$ cat src/rtl/digit_entry_register.sv
// Keypad time-entry stage: debounces the encoder validn/D pair, accepts one
// digit per press and shifts it right-to-left into a 4-digit BCD MM:SS register.
module digit_entry_register #(
  parameter int DEBOUNCE_CYCLES = 8,
  parameter int CNT_W           = 4
) (
  input  logic       clk,
  input  logic       resetn,
  input  logic [3:0] D,
  input  logic       validn,
  input  logic       enablen,
  input  logic       clearn,
  output logic [3:0] min_tens,
  output logic [3:0] min_ones,
  output logic [3:0] sec_tens,
  output logic [3:0] sec_ones,
  output logic       digit_strobe,
  output logic [2:0] entry_count,
  output logic       is_zero
);

  typedef enum logic [1:0] {
    IDLE        = 2'd0,
    PRESS_DEB   = 2'd1,
    HELD        = 2'd2,
    RELEASE_DEB = 2'd3
  } state_e;

  localparam logic [CNT_W-1:0] CNT_ONE  = CNT_W'(1);
  // Comparing against N-1 keeps the counter from ever needing to hold N.
  localparam logic [CNT_W-1:0] CNT_LAST = CNT_W'(DEBOUNCE_CYCLES - 1);
  localparam bit               SINGLE   = (DEBOUNCE_CYCLES == 1);
  localparam logic [2:0]       COUNT_MAX = 3'd4;
  localparam logic [3:0]       BCD_MAX   = 4'd9;

  state_e           state_q, state_d;
  logic [CNT_W-1:0] cnt_q, cnt_d;
  logic [3:0]       cap_q, cap_d;
  logic             accept_hit;
  logic [3:0]       accept_digit;

  logic [15:0]      digits_q, digits_d;
  logic [2:0]       count_q, count_d;
  logic             strobe_q, strobe_d;
  logic             accept_ok;

  // NOTE: sequential state uses non-blocking assignments so every register
  // samples the pre-edge value of every other register.
  always_ff @(posedge clk or negedge resetn) begin
    if (!resetn) begin
      state_q <= IDLE;
      cnt_q   <= '0;
      cap_q   <= '0;
    end else begin
      state_q <= state_d;
      cnt_q   <= cnt_d;
      cap_q   <= cap_d;
    end
  end

  // NOTE: every variable gets a default at the top of the block so no path
  // through the case leaves it unassigned, which would infer a latch.
  always_comb begin
    state_d      = state_q;
    cnt_d        = cnt_q;
    cap_d        = cap_q;
    accept_hit   = 1'b0;
    accept_digit = cap_q;
    if (!enablen) begin
      state_d = IDLE;
      cnt_d   = '0;
    end else begin
      unique case (state_q)
        IDLE: begin
          if (!validn) begin
            cap_d = D;
            if (SINGLE) begin
              accept_hit   = 1'b1;
              accept_digit = D;
              state_d      = HELD;
              cnt_d        = '0;
            end else begin
              state_d = PRESS_DEB;
              cnt_d   = CNT_ONE;
            end
          end
        end
        PRESS_DEB: begin
          if (validn) begin
            state_d = IDLE;
            cnt_d   = '0;
          end else if (D != cap_q) begin
            // A changed code restarts the stability window on the new digit.
            cap_d = D;
            cnt_d = CNT_ONE;
          end else if (cnt_q == CNT_LAST) begin
            accept_hit = 1'b1;
            state_d    = HELD;
            cnt_d      = '0;
          end else begin
            cnt_d = cnt_q + CNT_ONE;
          end
        end
        HELD: begin
          if (validn) begin
            if (SINGLE) begin
              state_d = IDLE;
              cnt_d   = '0;
            end else begin
              state_d = RELEASE_DEB;
              cnt_d   = CNT_ONE;
            end
          end
        end
        RELEASE_DEB: begin
          if (!validn) begin
            state_d = HELD;
            cnt_d   = '0;
          end else if (cnt_q == CNT_LAST) begin
            state_d = IDLE;
            cnt_d   = '0;
          end else begin
            cnt_d = cnt_q + CNT_ONE;
          end
        end
        default: begin
          state_d = IDLE;
          cnt_d   = '0;
        end
      endcase
    end
  end

  // Non-BCD codes still walk the FSM to HELD but never reach the register.
  assign accept_ok = accept_hit && (accept_digit <= BCD_MAX);

  always_comb begin
    digits_d = digits_q;
    count_d  = count_q;
    strobe_d = 1'b0;
    if (!clearn) begin
      digits_d = '0;
      count_d  = '0;
    end else if (accept_ok) begin
      digits_d = {digits_q[11:0], accept_digit};
      count_d  = (count_q == COUNT_MAX) ? count_q : count_q + 3'd1;
      strobe_d = 1'b1;
    end
  end

  always_ff @(posedge clk or negedge resetn) begin
    if (!resetn) begin
      digits_q <= '0;
      count_q  <= '0;
      strobe_q <= 1'b0;
    end else begin
      digits_q <= digits_d;
      count_q  <= count_d;
      strobe_q <= strobe_d;
    end
  end

  assign min_tens     = digits_q[15:12];
  assign min_ones     = digits_q[11:8];
  assign sec_tens     = digits_q[7:4];
  assign sec_ones     = digits_q[3:0];
  assign digit_strobe = strobe_q;
  assign entry_count  = count_q;
  assign is_zero      = (digits_q == 16'h0000);

endmodule

$ cat config.mk
export PLATFORM = sky130hd
export DESIGN_NAME = digit_entry_register
export DESIGN_NICKNAME = d
export VERILOG_FILES = /design/src/rtl/digit_entry_register.sv
export SDC_FILE = /design/constraint.sdc
export NUM_CORES = 1
export LEC_CHECK = 0
export CORE_ASPECT_RATIO = 0.75
export CORE_MARGIN = 10
export CORE_UTILIZATION = 33
export DETAILED_ROUTE_END_ITERATION = 6
export SKIP_LAST_GASP = 1
export SYNTH_ARGS = -nofsm -noshare
export SYNTH_HDL_FRONTEND = slang
export SYNTH_SLANG_ARGS = --single-unit
$ cat constraint.sdc
create_clock -name clk -period 1.6 [get_ports clk]
set_input_delay 0.4 -clock clk [delete_from_list [all_inputs] [get_ports clk]]
set_output_delay 0.4 -clock clk [all_outputs]
set_load 0.1 [all_outputs]
### Word level (Yosys, flattened, before mapping)

Cells that the tools add are included.

* output and inout port bits: 21
* register bits after elaboration: 30

* eq/ne operators: 16
* reductions and logical operators: 8
* magnitude comparators: 1
* muxes and demuxes: 33
* $add $sub $neg: 2

Operators by type and width (number)
* $mux W4: 10
* $mux W16: 2
* $logic_not A16 Y1: 1
* $mux W2: 8
* $pmux W4 S4: 1
* $ne A4 B4 Y1 const B: 3
* $reduce_and A5 Y1: 2
* $mux W3: 3
* $ne A2 B2 Y1 const B: 4
* $pmux W2 S4: 1
* $pmux W4 S2: 1
* $mux W1: 7
* $ne A3 B3 Y1 const B: 2
* $add A4 B1 Y4 const B: 1
* $eq A2 B2 Y1 const B: 2
* $eq A4 B3 Y1 const B: 1
* $le A4 B4 Y1 const B: 1
* $ne A4 B4 Y1: 1
* $reduce_and A2 Y1: 2
* $add A3 B1 Y3 const B: 1
* $eq A3 B3 Y1 const B: 1
* $eq A2 B1 Y1 const B: 1
* $logic_not A2 Y1: 1
* $ne A2 B1 Y1 const B: 1
* 2 further kinds: 2

### Logic depth before layout (Yosys ltp)

* depth in word-level cells: 9
* mapped depth: 8
* gate-level depth less buffers: 5

### Least setup slack after synthesis

Ideal clock, no wire load.

* path type: register to output
* start point: register digits_q[5]
* end point: output port is_zero
* buffers on the path: 0
* data arrival time: 1.938 ns
* cell stages (with the launch flop): 3
* path slack: -0.738 ns
* path through: dfrtp_1 nor4_1 and4_1

* longest elaborated chain between the ends: 1

Ends and longest elaborated chain
* start: declaration: line 42 `logic [15:0] digits_q, digits_d;`
* start signal: assignment: line 157 `digits_q <= digits_d;`
* $logic_not A16 Y1: line 169 `assign is_zero = (digits_q == 16'h0000);`
* end: declaration: line 19 `output logic is_zero`

Every way passes these cells.

### Final worst setup path

* start point: register digits_q[1]
* end point: output port is_zero

The elaborated chain is that of the path after synthesis.

==> qor.txt <==
FF+latch count, synth - 30
WL final - 4391 um
routed vias/inst - 5.222
total grt overflow - 0
number of DRC markers in iteration 0 - 78
Simple-Gate Fraction of Synth Area - 15.79%
PD cells - 685.1 mW/mm^2
Die Wd - 97.60 um
Detail Route Antenna Nets - 0
CTS Hold Bufs - 0
startpoint class of the critical path - flop
# placed instances - 246
Max Clk Rate - 528.1 MHz
VDD IR max - 0.4300 mV
post-synthesis mux area share - 4.366%
RSZ-0062 raised after global routing - true
area of the multi-input gates - 768.2 um^2
layout cell share with drive strength beyond 1 - 60.78%
ranking of synthesized cells by area - dfrtp_1 (50%), a22o_1 (10%), mux2_2 (3.0%)
Inserted Clock Buffers - 5
fillers - 349
Max-Cap Viols - 0
CP startpoint - digits_q[1]$_DFFE_PN0P_
first-pass GRT wire length - 7058 um
Tcrit/Tclk final - 118.3%
setup TNS - -293.4 ps
clock skew - 8.424 ps
critical path arrival - 1490 ps
crit path time final - 1893 ps
kind of critical path - reg2out
Clock power frac - 42.3%
Leak - 1.202 nW
Reg area - 789.5 um^2
worst skew pair latency - 290 ps
PnR worst setup slack - -293.4 ps
Synth Area in Adders - 2.519%
worst slew pin tran - 274.7 ps
Total GRT Usage - 11.33%
Detail Placement HPWL - 3106 um
Slew headroom - 81.61%
P_sw - 0.4488 mW
internal power - 1.385 mW
maximum number of pins on one net before global-route repair - 31
violated checks - negative setup slack
Finished Core Util - 60.63%
sw frac - 24.48%
worst slack, placed - -543.2 ps
ys async rst share - 100.0%
Slew Viols, Final - 0
number of enable flip-flop cells after synthesis - 0
H-tree depth - 2
Synth Area in Compound Gates - 17.38%
Hold Crit Class - in2async
DR pass1 iterations - 4
largest family of logic cells by synthesized area - compound AO/OA/AOI/OAI gates
num ports - 30
Required @ worst endpoint - 1200 ps
Synth area leader - dfrtp_1
PortBufs - 29
Post-Syn Area - 0.001490 mm^2
Final Hold Viols - 0
Worst Path Max Fanout - 2
Synthesis Warnings - 0
total core area - 0.004414 mm^2
sequential share of the synthesized area - 50.38%
Rows - 21
Crit. End Element - output pin
Flop pwr share - 43.9%
Antenna diodes - 0
mean post-synth cell area - 11.64 um^2
Comb power frac - 13.8%
Netlist cell types - 38
Post-Layout Cell Count - 261
Cells after Synth - 128
status - complete, but fails checks
area share of the largest cell type after synthesis - 50.38%
commonest non-fill, non-tap cells in the layout - buf_4 (40), buf_12 (24), a22o_1 (17)
most common cell after layout, fill and taps aside - buf_4
root buffer cell - clkbuf_8
vias - 1363
Sink Count - 30
P&R area growth vs syn - 79.60%
vias in the first global route - 1420
post-synthesis xor/xnor area fraction - 2.939%
Syn Nets - 140
placer congestion estimate - 0.8203
Setup Viol. Count Final - 1
Routed wire per std cell - 16.82 um
clk slew on worst S/H paths - 70 ps
Critical R2R Launch - state_q[1]$_DFFE_PN0P_
CTS Buffer Depth - 2
residual DRC count - 0
DIE AREA - 0.007631 mm^2
TritonCTS clock tree - yes
height of the die - 78.20 um
initial antenna violation count - 0
ys flop type - dfrtp_1
Final nets - 215
initial core utilization - 33.76%
==> Yosys cell counts, types with 3 or more instances <==
master and count:
xnor2_1 5, inv_1 8, nand2_1 8, nor3b_1 3, a22o_1 17, dfrtp_1 30
nor2_1 4, mux2_2 4, nor4_1 4, buf_6 3, ha_1 3, buf_2 3
nand4_1 4
==> path summary, 6_finish.rpt <==
kind,end,slack (ps),cells after the start
max in group asynchronous,digits_q[11]$_DFFE_PN0P_,940,2
worst max register to register,digits_q[15]$_DFFE_PN0P_,10,6
worst max-delay path,is_zero,-290,3
worst min register to register,accept_digit[3]$_DFFE_PN0P_,590,1
min in group clk,accept_digit[3]$_DFFE_PN0P_,560,2
worst min-delay path,accept_digit[0]$_DFFE_PN0P_,470,2
==> cell type report <==
cell class                 instances  area share, %
timing repair buffer              75          33.75
sequential                        30          29.50
multi-input combinational         83          28.70
tap                               57          2.665
clock buffer                       5          2.571
clock inverter                     3          1.683
inverter                           8          1.122
==> power by group through the flow <==
stage               Sequential, mW  Clock, mW  Combinational [mW]
floorplan                    0.810          0              0.0932
global placement             0.814          0               0.190
detailed placement           0.815          0               0.196
CTS                          0.802      0.787               0.231
global route                 0.810      0.824               0.272
finish                       0.806      0.775               0.252
==> kinds of logic after synthesis <==
logic type	Yosys count
mux	6
fa+ha+maj	3
compound gates	32
buf+inv	15
xor+xnor	5
flops	30
simple gates	37
==> metrics by stage <==
stage               hold WS (ps)  total power [mW]  instance area [um^2]
floorplan                  104.4            0.9035                  1545
global placement           542.4             1.004                  2366
detailed placement         569.1             1.010                  2366
CTS                        476.6             1.820                  2599
global route               479.5             1.905                  2676
finish                     467.2             1.834                  2676
==> flip-flops by register name (all words and copies together) (netlist names) <==
signal,cells
digits_q,16
state_q,2
entry_count,3
digit_strobe,1
cnt_q,4
accept_digit,4
==> worst max-delay path, stage by stage (launching register included) <==
cell	delay, ps
dfrtp_4	490
nor4_4	280
and4_4	270
buf_12	170
==> metal layers <==
| metal | up-vias | global-route usage, % | wire length, um |
|---|---|---|---|
| li1 | 629 | - | - |
| met4 | 0 | 5.217 | 87 |
| met2 | 42 | 17.88 | 2154 |
| met1 | 683 | 14.46 | 1959 |
| met5 | - | 0 | 0 |
| met3 | 9 | 2.537 | 190 |
==> what timing repair did <==
action                     4_1_cts  5_1_grt
gates cloned                     1        0
setup endpoints to repair       29       25
resized for setup               19       14
pin swaps                        9        8
setup buffers                    5        1
Note: power is estimated with default switching activity, not from simulation.
